File: src/rtl/fifo_pkg.sv
// Shared definitions for the team's FIFO family: read-mode selectors and the
// helper that sizes the level/pointer type (ASIZE+1 bits, MSB is the wrap bit).
package fifo_pkg;

  localparam string FT_TRUE  = "TRUE";
  localparam string FT_FALSE = "FALSE";

  function automatic int unsigned level_bits(input int unsigned asize);
    return asize + 1;
  endfunction

endpackage

File: src/rtl/fifo_ram.sv
// DEPTH x DSIZE storage with synchronous write and asynchronous read; also
// used by the dual-clock FIFO, hence the write-side clock name.
module fifo_ram #(
  parameter int unsigned DSIZE = 32,
  parameter int unsigned ASIZE = 4
) (
  input  logic             wclk,
  input  logic             wclken,
  input  logic [ASIZE-1:0] waddr,
  input  logic [DSIZE-1:0] wdata,
  input  logic [ASIZE-1:0] raddr,
  output logic [DSIZE-1:0] rdata
);

  localparam int unsigned DEPTH = 1 << ASIZE;

  logic [DSIZE-1:0] mem [DEPTH];

  always_ff @(posedge wclk) begin
    if (wclken) mem[waddr] <= wdata;
  end

  assign rdata = mem[raddr];

endmodule

File: src/rtl/sync_fifo_prog.sv
// Single-clock FIFO with programmable almost-full/almost-empty thresholds,
// fill level, synchronous flush and sticky overflow/underflow flags.
module sync_fifo_prog
  import fifo_pkg::*;
#(
  parameter int unsigned DSIZE       = 32,
  parameter int unsigned ASIZE       = 4,
  parameter string       FALLTHROUGH = "TRUE"
) (
  input  logic             clk,
  input  logic             rst_n,
  input  logic             flush,
  input  logic             winc,
  input  logic [DSIZE-1:0] wdata,
  output logic             wfull,
  output logic             awfull,
  input  logic             rinc,
  output logic [DSIZE-1:0] rdata,
  output logic             rempty,
  output logic             arempty,
  input  logic [ASIZE:0]   afull_th,
  input  logic [ASIZE:0]   aempty_th,
  output logic [ASIZE:0]   level,
  output logic             overflow,
  output logic             underflow
);

  localparam int unsigned DEPTH = 1 << ASIZE;
  localparam bit          FWFT  = (FALLTHROUGH == FT_TRUE);

  typedef logic [level_bits(ASIZE)-1:0] level_t;

  level_t           wptr, rptr;
  level_t           wptr_nxt, rptr_nxt, level_nxt;
  logic             wr_ok, rd_ok;
  logic [DSIZE-1:0] ram_rdata;

  // A write while full is refused even when a read frees a slot this cycle.
  assign wr_ok = winc && !wfull;
  assign rd_ok = rinc && !rempty;

  always_comb begin
    wptr_nxt  = wptr + level_t'(wr_ok);
    rptr_nxt  = rptr + level_t'(rd_ok);
    level_nxt = wptr_nxt - rptr_nxt;
  end

  always_ff @(posedge clk) begin
    if (!rst_n || flush) begin
      wptr      <= '0;
      rptr      <= '0;
      level     <= '0;
      wfull     <= 1'b0;
      rempty    <= 1'b1;
      overflow  <= 1'b0;
      underflow <= 1'b0;
    end else begin
      wptr   <= wptr_nxt;
      rptr   <= rptr_nxt;
      level  <= level_nxt;
      wfull  <= (level_nxt == level_t'(DEPTH));
      rempty <= (level_nxt == '0);
      if (winc && wfull)  overflow  <= 1'b1;
      if (rinc && rempty) underflow <= 1'b1;
    end
  end

  assign awfull  = (level >= afull_th);
  assign arempty = (level <= aempty_th);

  fifo_ram #(
    .DSIZE(DSIZE),
    .ASIZE(ASIZE)
  ) u_ram (
    .wclk   (clk),
    .wclken (wr_ok && !flush),
    .waddr  (wptr[ASIZE-1:0]),
    .wdata  (wdata),
    .raddr  (rptr[ASIZE-1:0]),
    .rdata  (ram_rdata)
  );

  generate
    if (FWFT) begin : g_fwft
      // Forced to zero while empty so the post-reset value is deterministic.
      assign rdata = rempty ? '0 : ram_rdata;
    end else begin : g_reg
      always_ff @(posedge clk) begin
        if (!rst_n)              rdata <= '0;
        else if (!flush && rd_ok) rdata <= ram_rdata;
      end
    end
  endgenerate

endmodule

File: config.mk
export PLATFORM = sky130hd
export DESIGN_NAME = sync_fifo_prog
export DESIGN_NICKNAME = d
export VERILOG_FILES = /design/src/rtl/fifo_pkg.sv /design/src/rtl/fifo_ram.sv /design/src/rtl/sync_fifo_prog.sv
export SDC_FILE = /design/constraint.sdc
export NUM_CORES = 1
export LEC_CHECK = 0
export CORE_MARGIN = 2
export CORE_UTILIZATION = 40
export CTS_BUF_LIST = sky130_fd_sc_hd__clkbuf_8
export DETAILED_ROUTE_END_ITERATION = 8
export PLACE_DENSITY = 0.59
export SYNTH_ARGS = -nofsm -noshare
export SYNTH_HDL_FRONTEND = slang
export SYNTH_SLANG_ARGS = --single-unit
File: constraint.sdc
create_clock -name clk -period 11.56 [get_ports clk]
set_input_delay 2.312 -clock clk [delete_from_list [all_inputs] [get_ports clk]]
set_output_delay 2.312 -clock clk [all_outputs]
set_load 0.03 [all_outputs]
; Word level (Yosys, flattened, before mapping)
; Memory sizes are Yosys's and may differ from the RTL's. A register that Yosys moved wholly into a read port is not among the register bits.
; Cells that the tools add are included.
[op_classes]
n_lt_le_gt_ge = 2
n_reduce_logical = 11
n_eq_ne = 1
n_addsub = 3
mux = 4
[ops]
columns = cell, count
row1 = $mux 32, 1
row2 = $add 5x1->5, 2
row3 = $eq 5x5->1 const B, 1
row4 = $ge 5x5->1, 1
row5 = $le 5x5->1, 1
row6 = $logic_and 1x1->1, 5
row7 = $logic_not 5->1, 1
row8 = $sub 5x5->5, 1
row9 = $logic_not 1->1, 4
row10 = $mux 4, 1
row11 = $mux 1, 2
row12 = $logic_or 1x1->1, 1
[word_totals]
word_cells = 29
n_memories = 1
regBits = 19
ram_bits = 512
input_bits = 47
out_inout_bits = 43
[mem_list]
columns = memory, words, width, rd, rd_ports_with_merged_regs, write_ports, line_no
row1 = u_ram.mem, 16, 32, 1, 1, 1, fifo_ram.sv:17  ; logic [DSIZE-1:0] mem [DEPTH];

; Logic depth before layout (Yosys ltp)
[logic_depth]
ltp_word = 5
depth_mapped = 11
ltp_nobuf = 11

; Cells and area by module
; From an unflattened synthesis, not the netlist that was laid out.
[hier_totals]
cells_unflattened = 951
area_unflattened_um2 = 20487.1
[by_module_without_submodules]
columns = module, seq_area_each_um2, instances, cells_per_inst, area_per_inst_um2
row1 = fifo_ram, 15374.7, 1, 806, 19213.4
row2 = sync_fifo_prog, 380.4, 1, 145, 1273.7

; Worst setup path after synthesis
; No wires, ideal clock.
[synth_timing]
path_kind = input to output
startpoint = input aempty_th[1]
endpoint = output arempty
stages = 7
t_required_ps = 9248
slack_ps = 5542
n_path_buf = 0
arrival_ps = 3706
path_cell_list = inv_1 ha_1 nor2b_1 o21a_1 o21a_1 o21a_1 o22ai_1
[synth_between]
elab_chain_len = 1
[synth_rtl]
columns = item, line_no
row1 = from (decl), sync_fifo_prog.sv:22  ; input logic [ASIZE:0] aempty_th,
row2 = $le 5x5->1, sync_fifo_prog.sv:69  ; assign arempty = (level <= aempty_th);
row3 = to (decl), sync_fifo_prog.sv:20  ; output logic arempty,
; No other way between the ends.

==> impl_metrics.tcl <==
set metrics [dict create \
    cts_max_level 3 \
    grt_pass1_vias 10065 \
    hold_class "register to register" \
    wl_um 43800 \
    nets 1100 \
    yosys_most_used_dff "edfxtp_1" \
    io_pins 90 \
    drt_iter0_markers 646 \
    syn-mean-instance-area_um2 23.4 \
    synth_nets 942 \
    ys_ff_latch 531 \
    clkLatencyLatePin_ns 0.64 \
    finClkSkew_ns 0.0301 \
    track_usage_pct 16.8 \
    antenna_cells 0 \
    power.density_nw_per_um2 157 \
    final_antenna_net_count 0 \
    period_needed_ns 7.05 \
    synth_compound_area_share_pct 0.512 \
    p_sw_mw 0.808 \
    synthSimpleGateAreaFrac_pct 2.32 \
    max_freq_ghz 0.142 \
    outcome "finished clean" \
    cp-end-kind "output port" \
    ys_seq_area_share_pct 76.8 \
    io_buffers 89 \
    p_comb_share_pct 3.7 \
    rows 82 \
    arrival_ns 4.74 \
    fp.dieArea_um2 53100 \
    crit_type "register to output port" \
    netSwitchingFraction_pct 21.6 \
    drtPass1Iterations 4 \
    overflow 0 \
    critPathMaxFanout 35 \
    die_h_um 230 \
    cp.required_ns 9.25 \
    finalCritPeriodShare_pct 61.0 \
    cts_tree "built" \
    synth_edf_count 512 \
    final_layout_size_suffix_gt1_share_pct 27.8 \
    vias 9306 \
    clockPowerShare_pct 39.5 \
    seqPwrFrac_pct 56.7 \
    ctsResizeCount 0 \
    start_util_pct 40.7 \
    setup_ws_ns 4.51 \
    internal_power_mw 2.94 \
    dpl_worst_slack_ns 4.70 \
    wire_per_inst_um 24.6 \
    synth_top_family_by_area "multiplexers" \
    setup_viol 0 \
    power.leakage_nw 7.40 \
    drv.max_cap_violation_count 0 \
    path_clk_slew_ns 0.05 \
    start_kind "register" \
    antenna_found_initial 2 \
    cts.sinks 531 \
    relSlewSlack_pct 26.9 \
    rsz0062_at_grt "false" \
    die_w_um 230 \
    synth_xor_area_share_pct 0.451 \
    finalSetupTns_ns 0 \
    netlist_instances 876 \
    syn_to_final_growth_pct 16.6 \
    hold_viol 0 \
    netlist_area_um2 20500 \
    drv_slew 0 \
    async_reset_ff_share_pct 0 \
    core_area_um2 50400 \
    dp_hpwl_um 22800 \
    vdd_drop_max_mv 0.0730 \
    cts-buffers-inserted 87 \
    yosys_warnings 0 \
    hold_buffers 0 \
    place_congestion 0.728 \
    ys_types 28 \
    synth_mux_area_share_pct 17.6 \
    grt_max_degree 73 \
    cts_buffer_depth 3 \
    cts_setup_buffers 0 \
    via_per_inst 5.24 \
    grt_pass1_wl_um 64900 \
    fin_hold_ws_ns 0.483 \
    tightest_slew_ns 1.10 \
    drc 0 \
    synth_fa_ha_area_share_pct 1.20 \
    total_power_mw 3.75 \
    root_buffer "clkbuf_8" \
]
-- area by class of cell --
cell class	instances	area, um^2
Sequential cell	531	15800
Fill cell	4100	26500
Timing Repair Buffer	111	1060
Tap cell	672	841
Multi-Input combinational cell	291	4630
Clock buffer	88	1210
Clock inverter	70	359
Inverter	12	45.0
-- critical path, stage by stage, from the launching register on --
cell             delay, ns
dfxtp_4               0.75
buf_4                 0.69
buf_4                 0.71
mux4_2                0.60
mux4_2                0.48
nor2b_1               0.20
clkdlybuf4s50_1       0.64
-- registers in the layout, summed over array words and instances, names as in the netlist --
signal	cells
wfull	1
level	5
rptr	5
overflow	1
wptr	5
underflow	1
u_ram.mem	512
rempty	1
-- kinds of logic (layout without fill, tap and decap cells) --
logic type	Yosys count	after routing
and+or+nand+nor	88	88
buffers and inverters	54	281
DFF	531	531
adders and majority gates	19	19
AOI/OAI and AO/OA	15	15
xor gates and xnor gates	9	9
muxes	160	160
-- Yosys cell counts, types with 2 or more instances --
cell type	instances	area [um^2]
nor2_1	24	90.1
nand2b_1	6	37.5
and2_1	5	31.3
a21o_1	7	52.6
clkbuf_1	24	90.1
and3b_1	2	17.5
a21oi_1	3	15.0
xnor2_1	4	35.0
buf_4	3	22.5
buf_2	14	70.1
dfxtp_1	19	380
nand2_1	4	15.0
ha_1	18	225
mux4_2	160	3600
nor2b_1	36	225
xor2_1	4	35.0
inv_1	12	45.0
o21a_1	3	22.5
nor3_1	4	20.0
edfxtp_1	512	15400
nand3_1	5	25.0
-- path summary, 6_finish.rpt --
| kind | from | end | slack [ns] | cells after the start |
|---|---|---|---|---|
| worst max-delay path | rptr[0]$_SDFF_PP0_ | rdata[21] | 4.51 | 6 |
| worst min-delay path | underflow$_SDFFE_PP0P_ | underflow$_SDFFE_PP0P_ | 0.48 | 2 |
| worst max register to register | rptr[0]$_SDFF_PP0_ | rempty$_SDFF_PP1_ | 8.08 | 9 |
| worst min register to register | underflow$_SDFFE_PP0P_ | underflow$_SDFFE_PP0P_ | 0.48 | 2 |
-- power by group through the flow --
stage                     registers (mW)  logic (mW)  clock network, mW
final                               2.12       0.140               1.48
after global routing                2.12       0.151               1.61
after CTS                           2.12       0.143               1.52
after detailed placement            2.16       0.142                  0
after global placement              2.16       0.140                  0
after floorplan                     2.16      0.0692                  0
-- through the flow --
stage | instances | util (%) | cell area [um^2]
5_1_grt | 1775 | 47.5 | 23900
3_3_place_gp | 1617 | 44.4 | 22300
6_report | 1775 | 47.5 | 23900
3_5_place_dp | 1617 | 44.4 | 22300
4_1_cts | 1775 | 47.5 | 23900
2_1_floorplan | 876 | - | 20500
-- layer usage --
layer | track usage, % | wire length, um
met1 | 22.4 | 19200
met2 | 28.1 | 22000
met3 | 3.30 | 1920
met4 | 5.06 | 690
met5 | 0 | 30
-- placed cells by master (no fill, tap or decap), drive strengths merged --
| master | Yosys | routed |
|---|---|---|
| a21o | 7 | 7 |
| a21oi | 3 | 3 |
| a31o | 1 | 1 |
| and2 | 5 | 5 |
| and3 | 1 | 1 |
| and3b | 2 | 2 |
| buf | 18 | 22 |
| bufinv | 0 | 2 |
| clkbuf | 24 | 88 |
| clkdlybuf4s50 | 0 | 89 |
| clkinv | 0 | 29 |
| clkinvlp | 0 | 4 |
| dfxtp | 19 | 19 |
| edfxtp | 512 | 512 |
| fa | 1 | 1 |
| ha | 18 | 18 |
| inv | 12 | 47 |
| mux4 | 160 | 160 |
| nand2 | 4 | 4 |
| nand2b | 6 | 6 |
| nand3 | 5 | 5 |
| nor2 | 24 | 24 |
| nor2b | 36 | 36 |
| nor3 | 4 | 4 |
| nor3b | 1 | 1 |
| o21a | 3 | 3 |
| o22ai | 1 | 1 |
| xnor2 | 4 | 4 |
| xnor3 | 1 | 1 |
| xor2 | 4 | 4 |
(Power assumes the default switching activity.)
